$ cat src/rtl/multicycle_ctrl.sv
// Multicycle processor control FSM: FETCH/DECODE/EXEC/MEM/WB sequencing with
// combinational datapath strobes, a retired-instruction counter and a memory-wait watchdog.
module multicycle_ctrl #(
   parameter int CNT_W       = 16,
   parameter int MEM_TIMEOUT = 255
) (
   input  logic             clk,
   input  logic             reset,
   input  logic [5:0]       Opcode,
   input  logic             Zero,
   input  logic             MemReady,
   output logic             ALUSrc,
   output logic [1:0]       ALUOp,
   output logic             RegDst,
   output logic             RegWrite,
   output logic             MemtoReg,
   output logic             MemRead,
   output logic             MemWrite,
   output logic             IRWrite,
   output logic             PCWrite,
   output logic [2:0]       State,
   output logic [CNT_W-1:0] InstrCount,
   output logic             Illegal,
   output logic             Fault
);

   typedef enum logic [2:0] {
      FETCH  = 3'd0,
      DECODE = 3'd1,
      EXEC   = 3'd2,
      MEM    = 3'd3,
      WB     = 3'd4
   } state_t;

   localparam logic [5:0] OP_R    = 6'b000000;
   localparam logic [5:0] OP_LW   = 6'b100011;
   localparam logic [5:0] OP_SW   = 6'b101011;
   localparam logic [5:0] OP_BEQ  = 6'b000100;
   localparam logic [5:0] OP_ADDI = 6'b001000;
   localparam logic [5:0] OP_J    = 6'b000010;

   localparam int WAIT_W = (MEM_TIMEOUT < 1) ? 1 : $clog2(MEM_TIMEOUT + 1);

   state_t            state;
   state_t            nxt;
   logic [WAIT_W-1:0] wait_cnt;
   logic              retire;
   logic              mem_phase;
   logic              timeout;
   logic              enter;

   assign State     = state;
   assign mem_phase = (state == FETCH) || (state == MEM);
   assign timeout   = mem_phase && (wait_cnt == WAIT_W'(MEM_TIMEOUT));
   // A timeout re-enters FETCH from FETCH, which must still restart the wait count.
   assign enter     = ((nxt == FETCH) || (nxt == MEM)) && ((nxt != state) || timeout);

   always_comb begin
      nxt      = state;
      retire   = 1'b0;
      ALUSrc   = 1'b0;
      ALUOp    = 2'b00;
      RegDst   = 1'b0;
      RegWrite = 1'b0;
      MemtoReg = 1'b0;
      MemRead  = 1'b0;
      MemWrite = 1'b0;
      IRWrite  = 1'b0;
      PCWrite  = 1'b0;
      Illegal  = 1'b0;
      case (state)
         FETCH: begin
            if (timeout) begin
               nxt = FETCH;
            end else begin
               MemRead = 1'b1;
               if (MemReady) begin
                  IRWrite = 1'b1;
                  PCWrite = 1'b1;
                  nxt     = DECODE;
               end
            end
         end
         DECODE: begin
            case (Opcode)
               OP_J: begin
                  PCWrite = 1'b1;
                  retire  = 1'b1;
                  nxt     = FETCH;
               end
               OP_R, OP_LW, OP_SW, OP_BEQ, OP_ADDI: nxt = EXEC;
               default: begin
                  Illegal = 1'b1;
                  nxt     = FETCH;
               end
            endcase
         end
         EXEC: begin
            case (Opcode)
               OP_LW, OP_SW: begin
                  ALUSrc = 1'b1;
                  nxt    = MEM;
               end
               OP_ADDI: begin
                  ALUSrc = 1'b1;
                  nxt    = WB;
               end
               OP_R: begin
                  ALUOp = 2'b10;
                  nxt   = WB;
               end
               OP_BEQ: begin
                  ALUOp   = 2'b01;
                  PCWrite = Zero;
                  retire  = 1'b1;
                  nxt     = FETCH;
               end
               default: nxt = FETCH;
            endcase
         end
         MEM: begin
            if (timeout) begin
               nxt = FETCH;
            end else begin
               MemRead  = (Opcode == OP_LW);
               MemWrite = (Opcode == OP_SW);
               if (MemReady) begin
                  if (Opcode == OP_LW) begin
                     nxt = WB;
                  end else begin
                     retire = (Opcode == OP_SW);
                     nxt    = FETCH;
                  end
               end
            end
         end
         WB: begin
            RegWrite = 1'b1;
            RegDst   = (Opcode == OP_R);
            MemtoReg = (Opcode == OP_LW);
            retire   = 1'b1;
            nxt      = FETCH;
         end
         default: nxt = FETCH;
      endcase
   end

   always_ff @(posedge clk) begin
      if (reset) begin
         state      <= FETCH;
         InstrCount <= '0;
         Fault      <= 1'b0;
         wait_cnt   <= '0;
      end else begin
         state <= nxt;
         if (retire) InstrCount <= InstrCount + 1'b1;
         if (timeout) Fault <= 1'b1;
         if (enter) begin
            wait_cnt <= '0;
         end else if (mem_phase && !MemReady) begin
            wait_cnt <= wait_cnt + 1'b1;
         end
      end
   end

endmodule

$ cat config.mk
export PLATFORM = sky130hd
export DESIGN_NAME = multicycle_ctrl
export DESIGN_NICKNAME = d
export VERILOG_FILES = /design/src/rtl/multicycle_ctrl.sv
export SDC_FILE = /design/constraint.sdc
export NUM_CORES = 1
export LEC_CHECK = 0
export BUFFER_PORTS_ARGS = -buffer_cell sky130_fd_sc_hd__buf_4
export CAP_MARGIN = 20
export CORE_UTILIZATION = 48
export CTS_CLUSTER_SIZE = 30
export DETAILED_ROUTE_END_ITERATION = 10
export GPL_TIMING_DRIVEN = 0
export PLACE_DENSITY = 0.79
export SYNTH_ARGS = -nofsm -noshare
export SYNTH_HDL_FRONTEND = slang
export SYNTH_SLANG_ARGS = --single-unit
$ cat constraint.sdc
create_clock -name clk -period 2.3 [get_ports clk]
set_clock_uncertainty 0.1 [all_clocks]
set_input_delay 0.46 -clock clk [delete_from_list [all_inputs] [get_ports clk]]
set_output_delay 0.46 -clock clk [all_outputs]
set_load 0.1 [all_outputs]
Yosys cells after proc, flatten, opt, wreduce, memory -nomap -nowiden
Index checks and enable logic that the tools add are counted.

storage, ports and cells
  flip-flop bits (word level) = 28
  input bits = 10
  word-level logic and storage cells = 67

cells by class
  mux-type cells = 33
  reduce and logical (&&, ||, !) cells = 16
  equal/unequal tests = 12
  $add $sub $neg = 2

operators by type and width
  operator               count
  $mux 1                 20
  $add 16x1->16 const B  1
  $mux 3                 5
  $eq 6x6->1 const B     2
  $pmux 3 s4             1
  $eq 3x2->1 const B     3
  $add 8x1->8 const B    1
  $eq 8x8->1 const B     1
  $eq 6x2->1 const B     1
  $eq 6x3->1 const B     1
  $eq 6x4->1 const B     1
  $logic_not 3->1        2
  $logic_not 6->1        1
  $pmux 3 s2             1
  $reduce_or 2->1        3
  $reduce_or 6->1        1
  $reduce_or 5->1        1
  $mux 2                 2
  $pmux 1 s4             1
  $pmux 2 s2             1
  $eq 3x1->1 const B     1
  $eq 3x3->1 const B     1
  $logic_and 1x1->1      3
  $logic_or 1x1->1       3
  5 further kinds        5

Depth between registers and ports, before layout
  depth in word-level cells = 9
  gate-level depth with buffers = 7
  depth with buffers taken out = 5

Least setup slack after synthesis
Ideal clock, no wire load.

  kind = flip-flop to output port
  from = register state[1] (netlist: State[1])
  to = output port PCWrite
  stages on the path, launching flop included = 5
  data arrival time = 4.683 ns
  data required time = 1.740 ns
  path buffers = 1
  slack = -2.943 ns
  path through = dfxtp_1 > buf_4 > or3b_1 > nor3_1 > a211o_1

between the ends
  longest elaborated chain between the ends = 5
  elaborated cells on any way between the ends = 8
  classes of those cells = eq/ne: 3; mux: 2; reduce/logical: 3

ends and longest elaborated chain
  item                                                  RTL line  RTL
  start: declaration                                    44        state_t state;
  start signal: assignment                              155       state <= nxt;
  $eq 3x2->1 / $logic_not 3->1 (equally long branches)  53, 71
  $logic_or 1x1->1                                      53        assign mem_phase = (state == FETCH) || (state == MEM);
  $logic_and 1x1->1                                     54        assign timeout = mem_phase && (wait_cnt == WAIT_W'(MEM_TIMEOUT));
  $mux 1                                                73        if (timeout) begin
  $pmux 1 s3 (*)                                        71        case (state)
  end: declaration                                      20        output logic PCWrite,

Every way passes the cells marked *; elsewhere a longest branch is shown, timed or not.

Worst setup path after layout
  from = input port Opcode[5]
  to = output port RegDst

between the ends
  longest elaborated chain between the ends = 2

ends and longest elaborated chain
  item                RTL line  RTL
  start: declaration  9         input logic [5:0] Opcode,
  $logic_not 6->1     139       RegDst = (Opcode == OP_R);
  $mux 1              71
  end: declaration    14        output logic RegDst,

Every way passes these cells.

==> results.json <==
{
  "postSynth.topFlopCell": "sky130_fd_sc_hd__dfxtp_1",
  "drtPass1Iterations": 4,
  "max_slew.worst_pin.slew_ns": 0.632,
  "path_clk_slew_ns": 0.09,
  "synthTopCellsByCount": "34 x sky130_fd_sc_hd__nor2_1, 28 x sky130_fd_sc_hd__dfxtp_1, 16 x sky130_fd_sc_hd__nor2b_1, 13 x sky130_fd_sc_hd__nand2_1, 12 x sky130_fd_sc_hd__nor3_1",
  "p_int_w": 0.000666,
  "synth-edff-count": 0,
  "ios": 41,
  "postSynthRegisterBits": 28,
  "areaGrowthSynthToFinish_pct": 34.8,
  "critPathKind": "in2out",
  "worstSkewPairLatency_ns": 0.27,
  "yosysTopAreaCell": "sky130_fd_sc_hd__dfxtp_1",
  "die_width_um": 64.2,
  "routed-via-count": 1756,
  "nNetsFinal": 271,
  "postSynthCellCount": 216,
  "dpl.hpwl_um": 3120,
  "r2r_cells": 7,
  "required_ns": 1.74,
  "hold_path.startpoint": "Fault$_SDFFE_PP0P_",
  "crit_path_end_kind": "output pin",
  "whs_endpoint": "Fault$_SDFFE_PP0P_",
  "rrSetupSlack_ns": 0.21,
  "grt.total_usage_pct": 22.4,
  "power-per-cell-area_mw_per_mm2": 371,
  "share_clk_of_total_power_pct": 28.7,
  "cts_tree": "built",
  "power.share.sequential_pct": 52.8,
  "final_layout_size_suffix_gt1_share_pct": 41.1,
  "final_cell_count_no_fill": 306,
  "final_period_minus_worst_setup_slack_ns": 2.30,
  "cell_types_occupying_the_most_area_after_synthesis": "sky130_fd_sc_hd__dfxtp_1 30%, sky130_fd_sc_hd__nor2_1 6.9%, sky130_fd_sc_hd__mux2_2 6.1%",
  "buffer_ports.inserted": 36,
  "place_area_mm2": 0.00236,
  "first_global_vias": 1659,
  "deepest_clock_path_buffer_count": 2,
  "timing.final.max_slew_violations": 0,
  "grt_max_degree": 16,
  "floorplan.initialDensity_pct": 50.3,
  "drt_iter0_markers": 137,
  "design.core.area_mm2": 0.00369,
  "mappedNetlistArea_mm2": 0.00186,
  "final_antenna_net_count": 0,
  "final_core_util_pct": 67.8,
  "critical_path.reg2reg.endpoint": "InstrCount[15]$_SDFFE_PP0P_",
  "combinational_share_of_power_pct": 18.5,
  "yosysTopAreaCellShare_pct": 30.2,
  "synth_area_per_cell_um2": 8.59,
  "failing_checks": "setup timing",
  "final-setup-viol-count": 2,
  "synth_warnings": 0,
  "grt_overflow": 0,
  "dieArea_mm2": 0.00412,
  "vdd_ir_drop_max_mv": 0.326,
  "setup_repair_after_global_routing_missed_its_margin": "yes",
  "crit_arrival_ns": 1.74,
  "placement_rows": 22,
  "detailed_route_wire_length_um": 4370,
  "p_switching_w": 0.000263,
  "routedWlPerCell_um": 14.3,
  "critPathLaunchType": "input pin",
  "clock_tree.htree_level_count": 1,
  "dieHeight_um": 64.2,
  "hold_violations": 0,
  "postSynthNetCount": 228,
  "grt_first_pass_wirelength_um": 7420,
  "dp_cells": 300,
  "fin_area_mm2": 0.00250,
  "max_cap_viol_count": 0,
  "drc": 0,
  "slew-limit-headroom_pct": 57.5,
  "gp_routability_congestion": 0.794,
  "yosys.cell_count.top_type": "sky130_fd_sc_hd__nor2_1",
  "vias_per_cell": 5.74,
  "min_path_cells": 2,
  "synth_cell_type_count": 52,
  "final_min_period_over_clock_period_pct": 100,
  "antenna-diode-count": 0,
  "async_flop_share_pct": 0,
  "outcome": "finished, violations left",
  "crit_path_max_fanout": 5,
  "yosysSeqAreaShare_pct": 30.2,
  "finalHoldWorstSlack_ns": 0.385,
  "ctsRootBufferMaster": "sky130_fd_sc_hd__clkbuf_8",
  "clkSinkCount": 28,
  "power.share.switching_pct": 28.3,
  "leakagePower_nw": 0.964,
  "tritoncts.num_buffers": 3,
  "achievable-frequency_ghz": 0.434,
  "holdCritPathClass": "reg2reg",
  "setup_ws_ns": -0.00463,
  "critical_path.reg2reg.startpoint": "wait_cnt[1]$_SDFFE_PP0P_",
  "grt_antenna_before_repair": 0
}
## kinds of logic after synthesis
kind of cell / share of synthesized area [%]
mux: 9.04
compound gates: 15.8
flops: 30.2
buf+inv: 4.45
xor+xnor: 3.78
fa+ha+maj: 1.35
simple gates: 35.4
## worst max-delay path, stage by stage
cell and delay [ns]:
sky130_fd_sc_hd__buf_8 0.11, sky130_fd_sc_hd__or3_4 0.39, sky130_fd_sc_hd__or3_4 0.41, sky130_fd_sc_hd__nor3_4 0.17, sky130_fd_sc_hd__buf_12 0.20
## metrics by stage
step / setup TNS (ns) / power, W / setup WS, ns
after global placement: -0.184 / 0.000662 / -0.122
after detailed placement: -0.206 / 0.000663 / -0.128
after floorplan: -2.04 / 0.000627 / -0.604
after CTS: 0 / 0.000936 / 0.00151
after global routing: -0.107 / 0.000972 / -0.0512
final: -0.00530 / 0.000929 / -0.00463
## flip-flops by register name (all words and copies together), names as in the netlist
name,count
Fault,1
InstrCount,16
State,3
wait_cnt,8
## layout by cell type (no fill, tap or decap), types with 6 or more instances in the layout
| cell type | instances |
|---|---|
| sky130_fd_sc_hd__nor2_1 | 32 |
| sky130_fd_sc_hd__buf_4 | 31 |
| sky130_fd_sc_hd__nor2b_1 | 16 |
| sky130_fd_sc_hd__dfxtp_2 | 13 |
| sky130_fd_sc_hd__dfxtp_1 | 12 |
| sky130_fd_sc_hd__nand2_1 | 12 |
| sky130_fd_sc_hd__a21oi_1 | 10 |
| sky130_fd_sc_hd__mux2_2 | 10 |
| sky130_fd_sc_hd__nor3_1 | 8 |
| sky130_fd_sc_hd__nand4_1 | 8 |
| sky130_fd_sc_hd__buf_6 | 7 |
| sky130_fd_sc_hd__xor2_1 | 7 |
| sky130_fd_sc_hd__nand3_1 | 6 |
## power by group through the flow
| stage | Clock, W | Combinational, W | Sequential (W) |
|---|---|---|---|
| 2_1_floorplan | 0 | 0.000118 | 0.000509 |
| 3_3_place_gp | 0 | 0.000161 | 0.000500 |
| 3_5_place_dp | 0 | 0.000163 | 0.000500 |
| 4_1_cts | 0.000275 | 0.000170 | 0.000491 |
| 5_1_grt | 0.000296 | 0.000184 | 0.000492 |
| 6_report | 0.000267 | 0.000171 | 0.000491 |
## per-layer routing
layer / vias to the layer above / wire length (um) / GRT usage, %
li1: 868 / - / -
met1: 827 / 2050 / 29.6
met2: 49 / 2040 / 37.4
met3: 12 / 191 / 3.04
met4: 0 / 82 / 7.50
met5: - / 0 / 0
## how the worst max path moves through the flow
| stage | start | to | slack, ns | cells past startpoint |
|---|---|---|---|---|
| 2_1_floorplan | State[1]$_SDFF_PP0_ | PCWrite | -0.60 | 4 |
| 3_3_place_gp | Opcode[1] | ALUOp[1] | -0.12 | 5 |
| 3_5_place_dp | Opcode[1] | ALUOp[1] | -0.13 | 5 |
| 4_1_cts | wait_cnt[5]$_SDFFE_PP0P_ | PCWrite | 0.002 | 5 |
| 5_1_grt | wait_cnt[3]$_SDFFE_PP0P_ | PCWrite | -0.05 | 5 |
| 6_report | Opcode[5] | RegDst | -0.005 | 5 |
## what timing repair did
item	4_1_cts	5_1_grt
gates resized for setup	19	3
hold buffers	0	0
buffers inserted	2	0
endpoints found under the setup margin	7	4
hold endpoints to repair	0	0
gates cloned	0	0
pin swaps	4	0
## cell type report
type	count	area, um2
sequential	28	588
timing repair buffer	38	337
tap	48	60.1
multi-input combinational	174	1350
buffer	12	110
fill	320	1190
inverter	2	7.51
clock buffer	3	41.3
clock inverter	1	3.75
No activity file was read; power rests on OpenSTA's default activity.
